### src/rtl/seq_pkg.sv
// Shared encodings for the step sequencer: FSM states, opcodes, opcode classes
// and jump conditions.
package seq_pkg;

   typedef enum logic [2:0] {
      ST_IDLE    = 3'd0,
      ST_FETCH   = 3'd1,
      ST_DECODE  = 3'd2,
      ST_OPERAND = 3'd3,
      ST_EXEC    = 3'd4,
      ST_WRITE   = 3'd5,
      ST_HALT    = 3'd6,
      ST_FAULT   = 3'd7
   } state_t;

   localparam logic [7:0] OP_STORE = 8'h00;
   localparam logic [7:0] OP_MOVIR = 8'h02;
   localparam logic [7:0] OP_LOAD  = 8'h11;
   localparam logic [7:0] OP_LOADI = 8'h15;
   localparam logic [7:0] OP_ADD   = 8'h21;
   localparam logic [7:0] OP_ADDI  = 8'h25;
   localparam logic [7:0] OP_SUB   = 8'h31;
   localparam logic [7:0] OP_JZ    = 8'hF0;
   localparam logic [7:0] OP_JGZ   = 8'hF1;
   localparam logic [7:0] OP_JMP   = 8'hFE;
   localparam logic [7:0] OP_HALT  = 8'hFF;

   typedef enum logic [2:0] {
      CLS_STORE,
      CLS_MEMOP,
      CLS_EXEC,
      CLS_HALT,
      CLS_ILLEGAL
   } op_class_t;

   typedef enum logic [1:0] {
      JC_NONE,
      JC_ALWAYS,
      JC_ZERO,
      JC_POS
   } jump_cond_t;

   // RON sign flags as presented on cmp
   localparam logic [1:0] CMP_ZERO = 2'b00;
   localparam logic [1:0] CMP_POS  = 2'b11;

   function automatic logic is_request(input state_t s);
      return (s == ST_FETCH) || (s == ST_OPERAND) || (s == ST_WRITE);
   endfunction

endpackage

### src/rtl/op_classifier.sv
// Combinational opcode decoder: instruction class plus the per-instruction
// RON/IR write-enables and jump condition used in EXEC.
module op_classifier
   import seq_pkg::*;
(
   input  logic [7:0] i_opcode,
   output op_class_t  o_class,
   output logic       o_ron_load,
   output logic       o_ir_load,
   output jump_cond_t o_jump_cond
);

   // NOTE: every output gets a default before the case so no latch is inferred.
   always_comb begin
      o_class     = CLS_ILLEGAL;
      o_ron_load  = 1'b0;
      o_ir_load   = 1'b0;
      o_jump_cond = JC_NONE;
      case (i_opcode)
         OP_STORE: o_class = CLS_STORE;
         OP_LOAD, OP_ADD, OP_SUB: begin
            o_class    = CLS_MEMOP;
            o_ron_load = 1'b1;
            o_ir_load  = 1'b1;
         end
         OP_LOADI, OP_ADDI: begin
            o_class    = CLS_EXEC;
            o_ron_load = 1'b1;
            o_ir_load  = 1'b1;
         end
         OP_MOVIR: begin
            o_class   = CLS_EXEC;
            o_ir_load = 1'b1;
         end
         // IR is rewritten (zeroed) by jumps as well
         OP_JZ: begin
            o_class     = CLS_EXEC;
            o_ir_load   = 1'b1;
            o_jump_cond = JC_ZERO;
         end
         OP_JGZ: begin
            o_class     = CLS_EXEC;
            o_ir_load   = 1'b1;
            o_jump_cond = JC_POS;
         end
         OP_JMP: begin
            o_class     = CLS_EXEC;
            o_ir_load   = 1'b1;
            o_jump_cond = JC_ALWAYS;
         end
         OP_HALT: o_class = CLS_HALT;
         default: o_class = CLS_ILLEGAL;
      endcase
   end

endmodule

### src/rtl/step_sequencer.sv
// Multi-cycle control FSM for the accumulator datapath over one shared,
// req/ack-handshaked memory port, with a wait timeout and retired counter.
module step_sequencer
   import seq_pkg::*;
#(
   parameter int WAIT_LIMIT = 15,
   parameter int CNT_W      = 16
) (
   input  logic             clock,
   input  logic             reset,
   input  logic             run,
   input  logic [7:0]       opcode,
   input  logic [1:0]       cmp,
   input  logic             memAck,
   output logic             memReq,
   output logic             memSel,
   output logic             memWe,
   output logic             cmdLatch,
   output logic             opLatch,
   output logic             ronLoad,
   output logic             irLoad,
   output logic             cpLoad,
   output logic             cpJump,
   output logic             halted,
   output logic             fault,
   output logic [2:0]       state,
   output logic [CNT_W-1:0] retired
);

   localparam logic [7:0] WAIT_LAST = 8'(WAIT_LIMIT - 1);

   state_t           r_state;
   logic [7:0]       r_wait;
   logic [CNT_W-1:0] r_retired;

   op_class_t  w_class;
   jump_cond_t w_jump_cond;
   logic       w_ron_load;
   logic       w_ir_load;
   logic       w_req;
   logic       w_timeout;
   logic       w_done;
   logic       w_jump_taken;

   op_classifier u_classifier (
      .i_opcode    (opcode),
      .o_class     (w_class),
      .o_ron_load  (w_ron_load),
      .o_ir_load   (w_ir_load),
      .o_jump_cond (w_jump_cond)
   );

   assign w_req     = is_request(r_state);
   assign w_timeout = w_req && !memAck && (r_wait == WAIT_LAST);
   // The cpLoad cycle is the instruction's completion point
   assign w_done    = (r_state == ST_EXEC) || ((r_state == ST_WRITE) && memAck);

   always_comb begin
      case (w_jump_cond)
         JC_ALWAYS: w_jump_taken = 1'b1;
         JC_ZERO:   w_jump_taken = (cmp == CMP_ZERO);
         JC_POS:    w_jump_taken = (cmp == CMP_POS);
         default:   w_jump_taken = 1'b0;
      endcase
   end

   // NOTE: sequential state uses non-blocking assignments only.
   always_ff @(posedge clock or posedge reset) begin
      if (reset) begin
         r_state   <= ST_IDLE;
         r_wait    <= '0;
         r_retired <= '0;
      end else begin
         if (w_done) r_retired <= r_retired + 1'b1;
         // Counts unacknowledged request cycles; any other cycle clears it
         r_wait <= (w_req && !memAck) ? r_wait + 8'd1 : 8'd0;

         case (r_state)
            ST_IDLE:    if (run) r_state <= ST_FETCH;
            ST_FETCH: begin
               if (memAck)         r_state <= ST_DECODE;
               else if (w_timeout) r_state <= ST_FAULT;
            end
            ST_DECODE: begin
               case (w_class)
                  CLS_STORE: r_state <= ST_WRITE;
                  CLS_MEMOP: r_state <= ST_OPERAND;
                  CLS_EXEC:  r_state <= ST_EXEC;
                  CLS_HALT:  r_state <= ST_HALT;
                  default:   r_state <= ST_FAULT;
               endcase
            end
            ST_OPERAND: begin
               if (memAck)         r_state <= ST_EXEC;
               else if (w_timeout) r_state <= ST_FAULT;
            end
            ST_EXEC:    r_state <= run ? ST_FETCH : ST_IDLE;
            ST_WRITE: begin
               if (memAck)         r_state <= run ? ST_FETCH : ST_IDLE;
               else if (w_timeout) r_state <= ST_FAULT;
            end
            default:    r_state <= r_state;
         endcase
      end
   end

   always_comb begin
      memReq   = w_req;
      memSel   = (r_state == ST_OPERAND) || (r_state == ST_WRITE);
      memWe    = (r_state == ST_WRITE);
      cmdLatch = (r_state == ST_FETCH) && memAck;
      opLatch  = (r_state == ST_OPERAND) && memAck;
      ronLoad  = (r_state == ST_EXEC) && w_ron_load;
      irLoad   = (r_state == ST_EXEC) && w_ir_load;
      cpLoad   = w_done;
      cpJump   = (r_state == ST_EXEC) && w_jump_taken;
      halted   = (r_state == ST_HALT);
      fault    = (r_state == ST_FAULT);
      state    = r_state;
      retired  = r_retired;
   end

endmodule

### config.mk
export PLATFORM = sky130hd
export DESIGN_NAME = step_sequencer
export DESIGN_NICKNAME = d
export VERILOG_FILES = /design/src/rtl/seq_pkg.sv /design/src/rtl/op_classifier.sv /design/src/rtl/step_sequencer.sv
export SDC_FILE = /design/constraint.sdc
export NUM_CORES = 1
export LEC_CHECK = 0
export CORE_MARGIN = 2
export CORE_UTILIZATION = 52
export CTS_BUF_LIST = sky130_fd_sc_hd__clkbuf_8
export DETAILED_ROUTE_END_ITERATION = 10
export PLACE_DENSITY = 0.87
export SYNTH_ARGS = -nofsm -noshare
export SYNTH_HDL_FRONTEND = slang
export SYNTH_SLANG_ARGS = --single-unit
### constraint.sdc
create_clock -name clock -period 2.6 [get_ports clock]
set_input_delay 0.26 -clock clock [delete_from_list [all_inputs] [get_ports clock]]
set_output_delay 0.26 -clock clock [all_outputs]
set_load 0.01 [all_outputs]
== Word level (Yosys, flattened, before mapping) ==
Cells that the tools add are included.
Storage, ports and cells
  flip-flop bits (word level): 27
  input bits: 14
  output and inout port bits: 30
  logic and storage cells: 68
Cells by class
  $add $sub $neg: 2
  equality and inequality tests: 26
  mux-type cells: 14
  reduce and logical (&&, ||, !) cells: 23
Operator list (number)
  8-bit equality test, second input constant: 4
  8-bit by 6-bit equality test with 1-bit output, second input constant: 3
  3-bit one-hot mux with 4 select lines: 2
  3-bit one-hot mux with 6 select lines: 1
  16-bit by 1-bit adder with 16-bit output, second input constant: 1
  8-bit by 5-bit equality test with 1-bit output, second input constant: 2
  3-bit two-way mux: 5
  3-bit by 2-bit equality test with 1-bit output, second input constant: 4
  3-bit equality test, second input constant: 4
  9-bit OR reduction: 1
  8-bit by 1-bit adder with 8-bit output, second input constant: 1
  8-bit by 2-bit equality test with 1-bit output, second input constant: 1
  8-bit by 4-bit equality test with 1-bit output, second input constant: 1
  1-bit logical AND: 8
  8-bit zero test: 1
  8-bit two-way mux: 1
  2-bit equality test, second input constant: 3
  3-bit by 1-bit equality test with 1-bit output, second input constant: 2
  3-bit zero test: 2
  2-bit one-hot mux with 3 select lines: 1
  6-bit nonzero test: 1
  6-bit OR reduction: 1
  5-bit OR reduction: 1
  1-bit logical OR: 4
  other kinds (8): 10

== Logic depth before layout (Yosys ltp) ==
Gate-level depths: netlist of run 1.
  depth after elaboration: 8
  gate-level depth with buffers: 6
  depth with buffers taken out: 6

== Hierarchy ==
Synthesis of run 1 repeated with hierarchy kept, for this count alone.
Second synthesis, totals
  cells, all modules: 164
  area total of the unflattened synthesis: 1565.3 um2
Modules (own cells, without submodules)
  step_sequencer: times used 1, cells each 137, area each 1385.1 um2, sequential area each 675.6 um2
  op_classifier: times used 1, cells each 27, area each 180.2 um2, sequential area each 0.0 um2

== Worst setup path before layout of run 1 ==
Ideal clock, no wire load.
  path kind: input port to output port
  start: in opcode[1]
  end: out cpJump
  arrival: 1482 ps
  data required time: 2340 ps
  setup slack: 858 ps
  stages: 3
  buffers on the path: 0
  cell sequence: or3_1 a21o_1 a2111oi_0
On the way
  cells in the longest elaborated chain, start to end: 5
  elaborated cells on any way between the ends: 9
  classes of those cells: eq/ne (6); mux (2); reduce/logical (1)
Ends and longest elaborated chain
  start, declared: RTL line step_sequencer.sv:12  | input logic [7:0] opcode,
  8-bit equality test: RTL line op_classifier.sv:19  | case (i_opcode)
  2-bit one-hot mux with 3 select lines (*): RTL line op_classifier.sv:19
  2-bit equality test / 2-bit by 1-bit equality test with 1-bit output (equally long branches): RTL line step_sequencer.sv:59  | case (w_jump_cond)
  1-bit one-hot mux with 3 select lines (*): RTL line step_sequencer.sv:59
  1-bit logical AND (*): RTL line step_sequencer.sv:116  | cpJump = (r_state == ST_EXEC) && w_jump_taken;
  end, declared: RTL line step_sequencer.sv:23  | output logic cpJump,
Mark *: on every way between the ends. The rest lies on a longest branch, timed or not.

== Final worst setup path of run 1 ==
  start: in opcode[3]
  end: out ronLoad
On the way
  cells in the longest elaborated chain, start to end: 4
  elaborated cells on any way between the ends: 8
  classes of those cells: eq/ne (5); mux (1); reduce/logical (2)
Ends and longest elaborated chain
  8-bit by 5-bit equality test with 1-bit output / 8-bit by 6-bit equality test with 1-bit output (equally long branches): RTL line op_classifier.sv:19
  5-bit OR reduction (no source line) (*)
  1-bit two-way mux (*): RTL line op_classifier.sv:19
  1-bit logical AND (*): RTL line step_sequencer.sv:113  | ronLoad = (r_state == ST_EXEC) && w_ron_load;
  end, declared: RTL line step_sequencer.sv:20  | output logic ronLoad,
Marks and branches as above.

==> results of run 1 <==
## worst register-to-register path, cell delays in order, from the launching register on
cell and delay, ns:
dfrtp_1 0.52, nand2b_1 0.33, nor3_1 0.50, and4_1 0.30, nand2_1 0.07, xnor2_1 0.12
## Yosys cell counts (all sizes together) (4+ instances only)
master,number,area (um2)
nand2,13,48.8
dfrtp,27,676
nor4,5,52.6
xor2,8,70.1
nor3,4,20.0
inv,5,18.8
xnor2,13,114
a21oi,7,35.0
nor2,18,70.1
or3,5,41.3
nand4,8,50.1
nand3,8,40.0
## flip-flops by register name, summed over array words and instances, names as in the netlist
name	count
retired	16
r_wait	8
state	3
## per-stage QoR
stage                     setup slack (ns)  TNS [ns]
after floorplan                      0.858         0
after global placement              0.0597         0
after detailed placement           -0.0479   -0.0479
after CTS                          0.00352         0
after global routing                 0.166         0
final                                0.253         0
## logic make-up (layout without fill, tap and decap cells)
group | after synthesis | after routing
and+or+nand+nor | 74 | 74
adders and majority gates | 3 | 3
muxes | 1 | 1
AOI/OAI and AO/OA | 20 | 20
buffers and inverters | 10 | 59
DFF | 27 | 27
xor gates and xnor gates | 21 | 21
## where the power goes
| part | switching [mW] | leakage, nW | internal [mW] |
|---|---|---|---|
| combinational | 0.339 | 0.481 | 0.377 |
| sequential | 0.138 | 0.351 | 0.499 |
| clock | 0.127 | 0.0255 | 0.107 |
## final cells by class
cell class                 count  area (um2)
fill                         207         692
inverter                       5        18.8
tap                           31        38.8
multi-input combinational    119         798
sequential                    27         676
timing repair buffer          50         488
clock inverter                 1        5.00
clock buffer                   3        41.3
## routing by layer
layer  routed length [um]  up-vias
met2                 1850       39
met5                    0        -
met3                  129        8
met1                 1600      658
li1                     -      653
met4                   82        0
## how the worst max path moves through the flow
| stage | from | endpoint | slack, ns | cells past startpoint |
|---|---|---|---|---|
| 4_1_cts | opcode[3] | cpJump | 0.004 | 5 |
| 6_report | opcode[3] | ronLoad | 0.25 | 5 |
| 2_1_floorplan | opcode[1] | cpJump | 0.86 | 3 |
| 3_5_place_dp | opcode[3] | cpJump | -0.05 | 5 |
| 5_1_grt | opcode[3] | ronLoad | 0.17 | 5 |
| 3_3_place_gp | opcode[3] | irLoad | 0.06 | 6 |
## cell usage in the layout (no fill, tap or decap), types with 4 or more instances in the layout
cell type        count
clkdlybuf4s50_1     41
dfrtp_1             27
nor2_1              17
nand2_1             13
xnor2_1             13
nand4_1              8
nand3_1              8
xor2_1               8
a21oi_1              7
buf_4                7
inv_1                5
nor3_1               4
==> flow_summary.toml, run 1 <==
[routing]
dr.pass1.iters = 4
num_vias = 1358
detail-route-antenna-nets = 0
drt_wl_total_mm = 3.65
wire_per_inst_um = 15.5
drt_iter0_markers = 83
via_per_inst = 5.75
drc = 0

[cts]
clkTransAtPathRegs_ns = 0.09
post_cts_buffers = 0
cts_sinks = 27
h-tree-depth = 1
cts_tree = "built"
clockBufferDepth = 2
cts_hold_buffers = 0
cts.root.buffer_cell = "clkbuf_8"
clk-insertion-delay-late_ns = 0.27
cts_made_buffers = 3
cts-resized-gates = 1

[place]
gp_congestion = 0.869
dp_hpwl_mm = 2.74
port_buffers = 43
placed_cell_area_um2 = 2000
placed_cells = 232

[floorplan]
core-area_um2 = 2760
chipHeight_um = 57.8
die_area_um2 = 3340
rows = 19
io_pins = 44
die_w_um = 57.8
start_util_pct = 54.6

[logic_synthesis]
synth.area.mux_share_pct = 0.748
synth_seq_area_share_pct = 44.9
syn_nets = 173
yosysWarnings = 0
synth_top_flop_cell = "dfrtp_1"
async_flop_share_pct = 100
synthSimpleGateAreaFrac_pct = 28.3
synth_top_family_by_area = "simple AND/OR/NAND/NOR gates"
syn_area_um2 = 1510
synthAdderAreaFrac_pct = 2.49
synth_cells = 156
synthXorXnorAreaFrac_pct = 12.2
avgSynthCellArea_um2 = 9.65
synth_edf_count = 0
synth_compound_area_share_pct = 8.65
ys_ff_latch = 27
yosysUniqueCellTypes = 40

[grt]
met3_usage_pct = 3.13
antenna_found_initial = 0
use_met1_pct = 28.9
grt_max_degree = 28
grt_overflow = 0
globalRouteTotalUtil_pct = 23.1
grt_pass1_wl_mm = 6.03
use_met2_pct = 40.1
busiest_layer = "met2"
grt_pass1_vias = 1376

[sta]
rsz0062_at_grt = "no"
finalHoldViolations = 0
min_period_over_period_pct = 90.3
period_needed_ns = 2.35
clock-skew-final_ns = 0.00801
tightest_slew_ns = 0.522
fmax_mhz = 426
drv_slew = 0
worst_hold_slack_ns = 0.355
max-slew-margin-rel_pct = 64.9
setup_viol = 0

[power_and_ir_drop]
p_total_mw = 1.59
p_per_area_nw_per_um2 = 769
power.leakage_nw = 0.858
vdd_drop_max_v = 0.000710

[critical_path]
timing.rr.end = "retired[14]"
r2r.worst_path.cells = 5
slowest_stage = "clkdlybuf4s50_1"
required_ns = 2.34
critPathTopFamily = "buffers and inverters"
worst-setup-path-type = "primary input to output port"
path_cells = "clkdlybuf4s50_1, or3_4, nand3b_1, nor3_1, clkdlybuf4s50_1"
critical_path_buf_inv_count = 2
worst_setup_path_end_kind = "output port"
critPathLaunchType = "primary input"
slowest_delay_ns = 0.56
critPathArrivalTime_ns = 2.09
cpMostUsedCell = "clkdlybuf4s50_1"
crit_fanout = 5
worst-r2r-setup-slack_ns = 0.64
rr_startpoint = "state[1]"

[layout]
final_cells = 236
n_antenna_cell = 0
fin_util_pct = 74.9
drive_gt1_share_pct = 8.78
syn_to_final_growth_pct = 37.2
final_cell_area_um2 = 2070
nNetsFinal = 223

[flow_run]
max_cap_viol_count = 0

[status]
status = "finished clean"

[min_path]
hold_path_class = "primary input to asynchronous set/reset pin"
Note: power is estimated with default switching activity, not from simulation.
==> run 2, diff against run 1 <==
CORE_UTILIZATION = 43   (was 52)
PLACE_DENSITY = 0.74   (was 0.87)
==> run 2 against run 1 <==
  * Critical path depth down 2
  * Die area is 19% higher
  * Combinational power is 7.1% lower
==> flow_summary.toml, run 2 (synthesized netlist as in run 1, its figures left out) <==
[critical_path]
slowest_stage = "clkdlybuf4s50_1"
critPathTopFamily = "simple AND/OR/NAND/NOR gates"
critical_path_buf_inv_count = 1
critPathArrivalTime_ns = 2.16
worst_setup_path_end_kind = "output port"
required_ns = 2.34
slowest_delay_ns = 0.63
worst-setup-path-type = "flip-flop to output port"
path_cells = "nand2b_1, nor2_1, clkdlybuf4s50_1"
crit_fanout = 12
critPathLaunchType = "flip-flop"

[routing]
dr.pass1.iters = 4
wire_per_inst_um = 14.3
drt_wl_total_mm = 3.56
detail-route-antenna-nets = 0
num_vias = 1345
via_per_inst = 5.40
drc = 0
drt_iter0_markers = 117

[sta]
period_needed_ns = 2.42
min_period_over_period_pct = 93.1
clock-skew-final_ns = 0.00571
worst_hold_slack_ns = 0.327
max-slew-margin-rel_pct = 66.0
tns_ns = 0
fmax_mhz = 413
finalHoldViolations = 0
drv_slew = 0
rsz0062_at_grt = "no"
tightest_slew_ns = 0.507
setup_viol = 0

[grt]
grt_overflow = 0
met3_usage_pct = 5.00
globalRouteTotalUtil_pct = 19.1
busiest_layer = "met2"
grt_pass1_wl_mm = 6.17
use_met1_pct = 23.5
grt_max_degree = 28
antenna_found_initial = 0
grt_pass1_vias = 1340
use_met2_pct = 32.0

[place]
port_buffers = 43
dp_hpwl_mm = 2.72
gp_congestion = 0.892
placed_cells = 245

[cts]
clk-insertion-delay-late_ns = 0.28
clkTransAtPathRegs_ns = 0.10
cts_sinks = 27
h-tree-depth = 1
post_cts_buffers = 0
cts_made_buffers = 3
clockBufferDepth = 2
cts.root.buffer_cell = "clkbuf_8"
cts_hold_buffers = 0
cts_tree = "built"

[layout]
n_antenna_cell = 0
final_common_cell = "clkdlybuf4s50_1"
largest_register_ff_count = 16
final_cells = 249
syn_to_final_growth_pct = 37.2
nNetsFinal = 221
final_cell_mix = "clkdlybuf4s50_1 (41), dfrtp_1 (27), nor2_1 (17)"
fillCellCount = 302
fin_util_pct = 61.9
drive_gt1_share_pct = 7.88

[floorplan]
io_pins = 44
start_util_pct = 45.1
rows = 21
chipHeight_um = 63.2
die_area_um2 = 3990
core-area_um2 = 3340
die_w_um = 63.2

[power_and_ir_drop]
power.leakage_nw = 0.846
vdd_drop_max_v = 0.000459
p_per_area_nw_per_um2 = 756

[status]
status = "finished clean"

[flow_run]
max_cap_viol_count = 0

[min_path]
hold_path_class = "primary input to asynchronous set/reset pin"
## run 2: timing repair
action / CTS / global route
endpoints found under the setup margin: 0 / 2
hold endpoints to repair: 0 / 0
resized for setup: 0 / 3
## run 2: worst reg2reg max path: stages, from the launching register on
cell,delay [ns]
dfrtp_1,0.52
nor2b_1,0.25
buf_4,0.16
nor3_1,0.45
and4_1,0.30
nand2_1,0.07
xnor2_1,0.13
## run 2: cell type report
| cell class | count | area, um2 | share of cell area (%) |
|---|---|---|---|
| Multi-Input combinational cell | 119 | 790 | 38.2 |
| Clock buffer | 3 | 41.3 | 2.00 |
| Inverter | 5 | 18.8 | 0.909 |
| Clock inverter | 1 | 8.76 | 0.424 |
| Timing Repair Buffer | 48 | 473 | 22.9 |
| Sequential cell | 27 | 676 | 32.7 |
| Tap cell | 46 | 57.6 | 2.79 |
## run 2: path summary, 6_finish.rpt
kind | from | end | slack [ns] | cells past startpoint
setup / recovery | state[1] | cpLoad | 0.18 | 3
hold / removal | reset | retired[15] | 0.33 | 3
setup reg to reg | state[0] | retired[12] | 0.61 | 6
hold reg to reg | retired[15] | retired[15] | 0.49 | 1
max in group asynchronous | reset | retired[4] | 2.02 | 3
min in group clock | retired[15] | retired[15] | 0.49 | 1
## run 2: through the flow
step           power, mW  area, um2  setup slack [ns]
3_3_place_gp        1.30       2010            0.0746
6_report            1.56       2060             0.179
2_1_floorplan      0.979       1510             0.858
5_1_grt             1.67       2060            0.0429
3_5_place_dp        1.32       2010            0.0231
4_1_cts             1.57       2060            0.0142
## run 2: power breakdown
part           switching (mW)  internal (mW)
Combinational           0.307          0.358
Clock                   0.136          0.112
Sequential              0.149          0.499
Total                   0.592          0.969
## run 2: layer usage
layer	routed length [um]	share of wire (%)
met5	0	0
met4	74	2.1
met3	188	5.3
met2	1760	49
met1	1530	43
==> run 3, diff against run 2 <==
--- a/config.mk
+++ b/config.mk
@@ -11,4 +11,5 @@
 export DETAILED_ROUTE_END_ITERATION = 10
 export PLACE_DENSITY = 0.74
+export SLEW_MARGIN = 20
 export SYNTH_ARGS = -nofsm -noshare
 export SYNTH_HDL_FRONTEND = slang
==> constraint.sdc (replaced) <==
create_clock -name clock -period 2.6 [get_ports clock]
set_input_delay 0.26 -clock clock [delete_from_list [all_inputs] [get_ports clock]]
set_output_delay 0.26 -clock clock [all_outputs]
set_load 0.02 [all_outputs]
==> run 3 against run 2 <==
  * First-iteration DRC count decreased by 23%
  * Register-to-register slack improved by 0.05 ns
  * Worst setup slack improved by 0.0066 ns
  * Die area unchanged
  * Count of clock-buffer cells in the layout stayed put
  * Global-route usage decreased by 0.64 points
  * Via count is 1.2% lower
  * Largest cell class unchanged
  * Core utilization is 0.15 points lower
  * Combinational power grew 15%
  * Sequential power is essentially flat
  * Total power rose by 5.4%
  * Final cell count is 0.40% higher
==> flow_summary.toml, run 3 (synthesized netlist as in run 1, its figures left out) <==
[status]
status = "finished clean"

[layout]
nNetsFinal = 222
fin_util_pct = 61.7
drive_gt1_share_pct = 8.33
final_common_cell = "clkdlybuf4s50_1"
final_cell_mix = "clkdlybuf4s50_1 (41), dfrtp_1 (27), nor2_1 (17)"
fillCellCount = 315
n_antenna_cell = 0
largest_register_ff_count = 16
syn_to_final_growth_pct = 36.8

[critical_path]
critPathArrivalTime_ns = 2.15
slowest_stage = "clkdlybuf4s50_1"
critPathLaunch = "opcode[3]"
rr_startpoint = "state[1]"
worst_setup_path_end_kind = "output port"
required_ns = 2.34
critPathLaunchType = "primary input"
worst-setup-path-type = "primary input to output port"
cpMostUsedCell = "clkdlybuf4s50_1"
crit_fanout = 5
path_cells = "clkdlybuf4s50_1, or3_4, nand3b_1, nor3_1, clkdlybuf4s50_1"
slowest_delay_ns = 0.63

[cts]
cts.root.buffer_cell = "clkbuf_8"
clkTransAtPathRegs_ns = 0.09
clk-insertion-delay-late_ns = 0.26
cts_sinks = 27
cts_tree = "built"
clockBufferDepth = 2
cts-resized-gates = 2
post_cts_buffers = 0
cts_made_buffers = 3
h-tree-depth = 1
cts_hold_buffers = 0

[routing]
drt_wl_total_mm = 3.47
via_per_inst = 5.32
dr.pass1.iters = 4
drc = 0
num_vias = 1329
wire_per_inst_um = 13.9
drt_iter0_markers = 90
detail-route-antenna-nets = 0

[sta]
rsz0062_at_grt = "no"
setup_viol = 0
tightest_slew_ns = 0.435
clock-skew-final_ns = 0.00228
max-slew-margin-rel_pct = 70.8
min_period_over_period_pct = 92.9
drv_slew = 0
period_needed_ns = 2.41
finalHoldViolations = 0
fmax_mhz = 414
tns_ns = 0

[power_and_ir_drop]
pwr-share-seq_pct = 39.4
internal_power_mw = 0.975
power.leakage_nw = 0.823
combPwrFrac_pct = 46.6
p_switching_mw = 0.671
vdd_drop_max_v = 0.000465
p_total_mw = 1.65
power.share.clock_pct = 14.0
switching_share_pct = 40.8
p_per_area_nw_per_um2 = 799

[grt]
antenna_found_initial = 0
grt_max_degree = 28
globalRouteTotalUtil_pct = 18.4
grt_pass1_wl_mm = 6.04
grt_pass1_vias = 1299
grt_overflow = 0

[flow_run]
max_cap_viol_count = 0

[floorplan]
core-area_um2 = 3340
die_area_um2 = 3990
rows = 21
die_w_um = 63.2
chipHeight_um = 63.2
start_util_pct = 45.1
io_pins = 44

[place]
port_buffers = 43
dp_hpwl_mm = 2.71
gp_congestion = 0.870

[min_path]
hold_path_class = "primary input to asynchronous set/reset pin"
==> run 3: layout make-up <==
class / count / area (um2) / area share, %
multi-input cells: 119 / 788 / 38.3
flip-flops and latches: 27 / 676 / 32.8
repair buffers: 49 / 473 / 23.0
well taps: 46 / 57.6 / 2.79
clock buffers: 3 / 41.3 / 2.00
inverters: 5 / 18.8 / 0.911
clock inverters: 1 / 5.00 / 0.243
==> run 3: path summary, 6_finish.rpt <==
kind | to | slack, ns | cells past startpoint
max | ronLoad | 0.19 | 5
min | r_wait[6] | 0.34 | 3
max reg2reg | retired[15] | 0.66 | 5
min reg2reg | retired[15] | 0.49 | 1
max in group asynchronous | retired[12] | 2.01 | 3
min in group clock | retired[15] | 0.49 | 1
==> run 3: power groups by stage <==
stage / logic, mW / registers [mW] / clock network (mW)
final: 0.768 / 0.649 / 0.230
after global routing: 0.828 / 0.668 / 0.259
after CTS: 0.775 / 0.647 / 0.239
after detailed placement: 0.773 / 0.656 / 0
after global placement: 0.755 / 0.648 / 0
after floorplan: 0.399 / 0.671 / 0
==> run 3: layer usage <==
layer	vias to the layer above	track usage [%]	wire [um]
met5	-	0	0
met4	0	1.67	14
met3	2	3.75	136
met2	31	33.6	1750
met1	641	23.2	1560
li1	655	-	-
==> run 3: per-stage QoR <==
stage / worst slack, ns / hold slack [ns] / cell area, um2 / instances
after floorplan: 0.411 / 0.313 / 1510 / 156
after global placement: 0.00689 / 0.464 / 2020 / 246
after detailed placement: -0.0465 / 0.480 / 2020 / 246
after CTS: 0.208 / 0.353 / 2060 / 250
after global routing: 0.129 / 0.388 / 2060 / 250
final: 0.186 / 0.342 / 2060 / 250
==> run 3: critical path: cells and delay by family <==
kind | cells | cell delay, ns
and+or+nand+nor | 3 | 0.77
buffers and inverters | 2 | 1.12
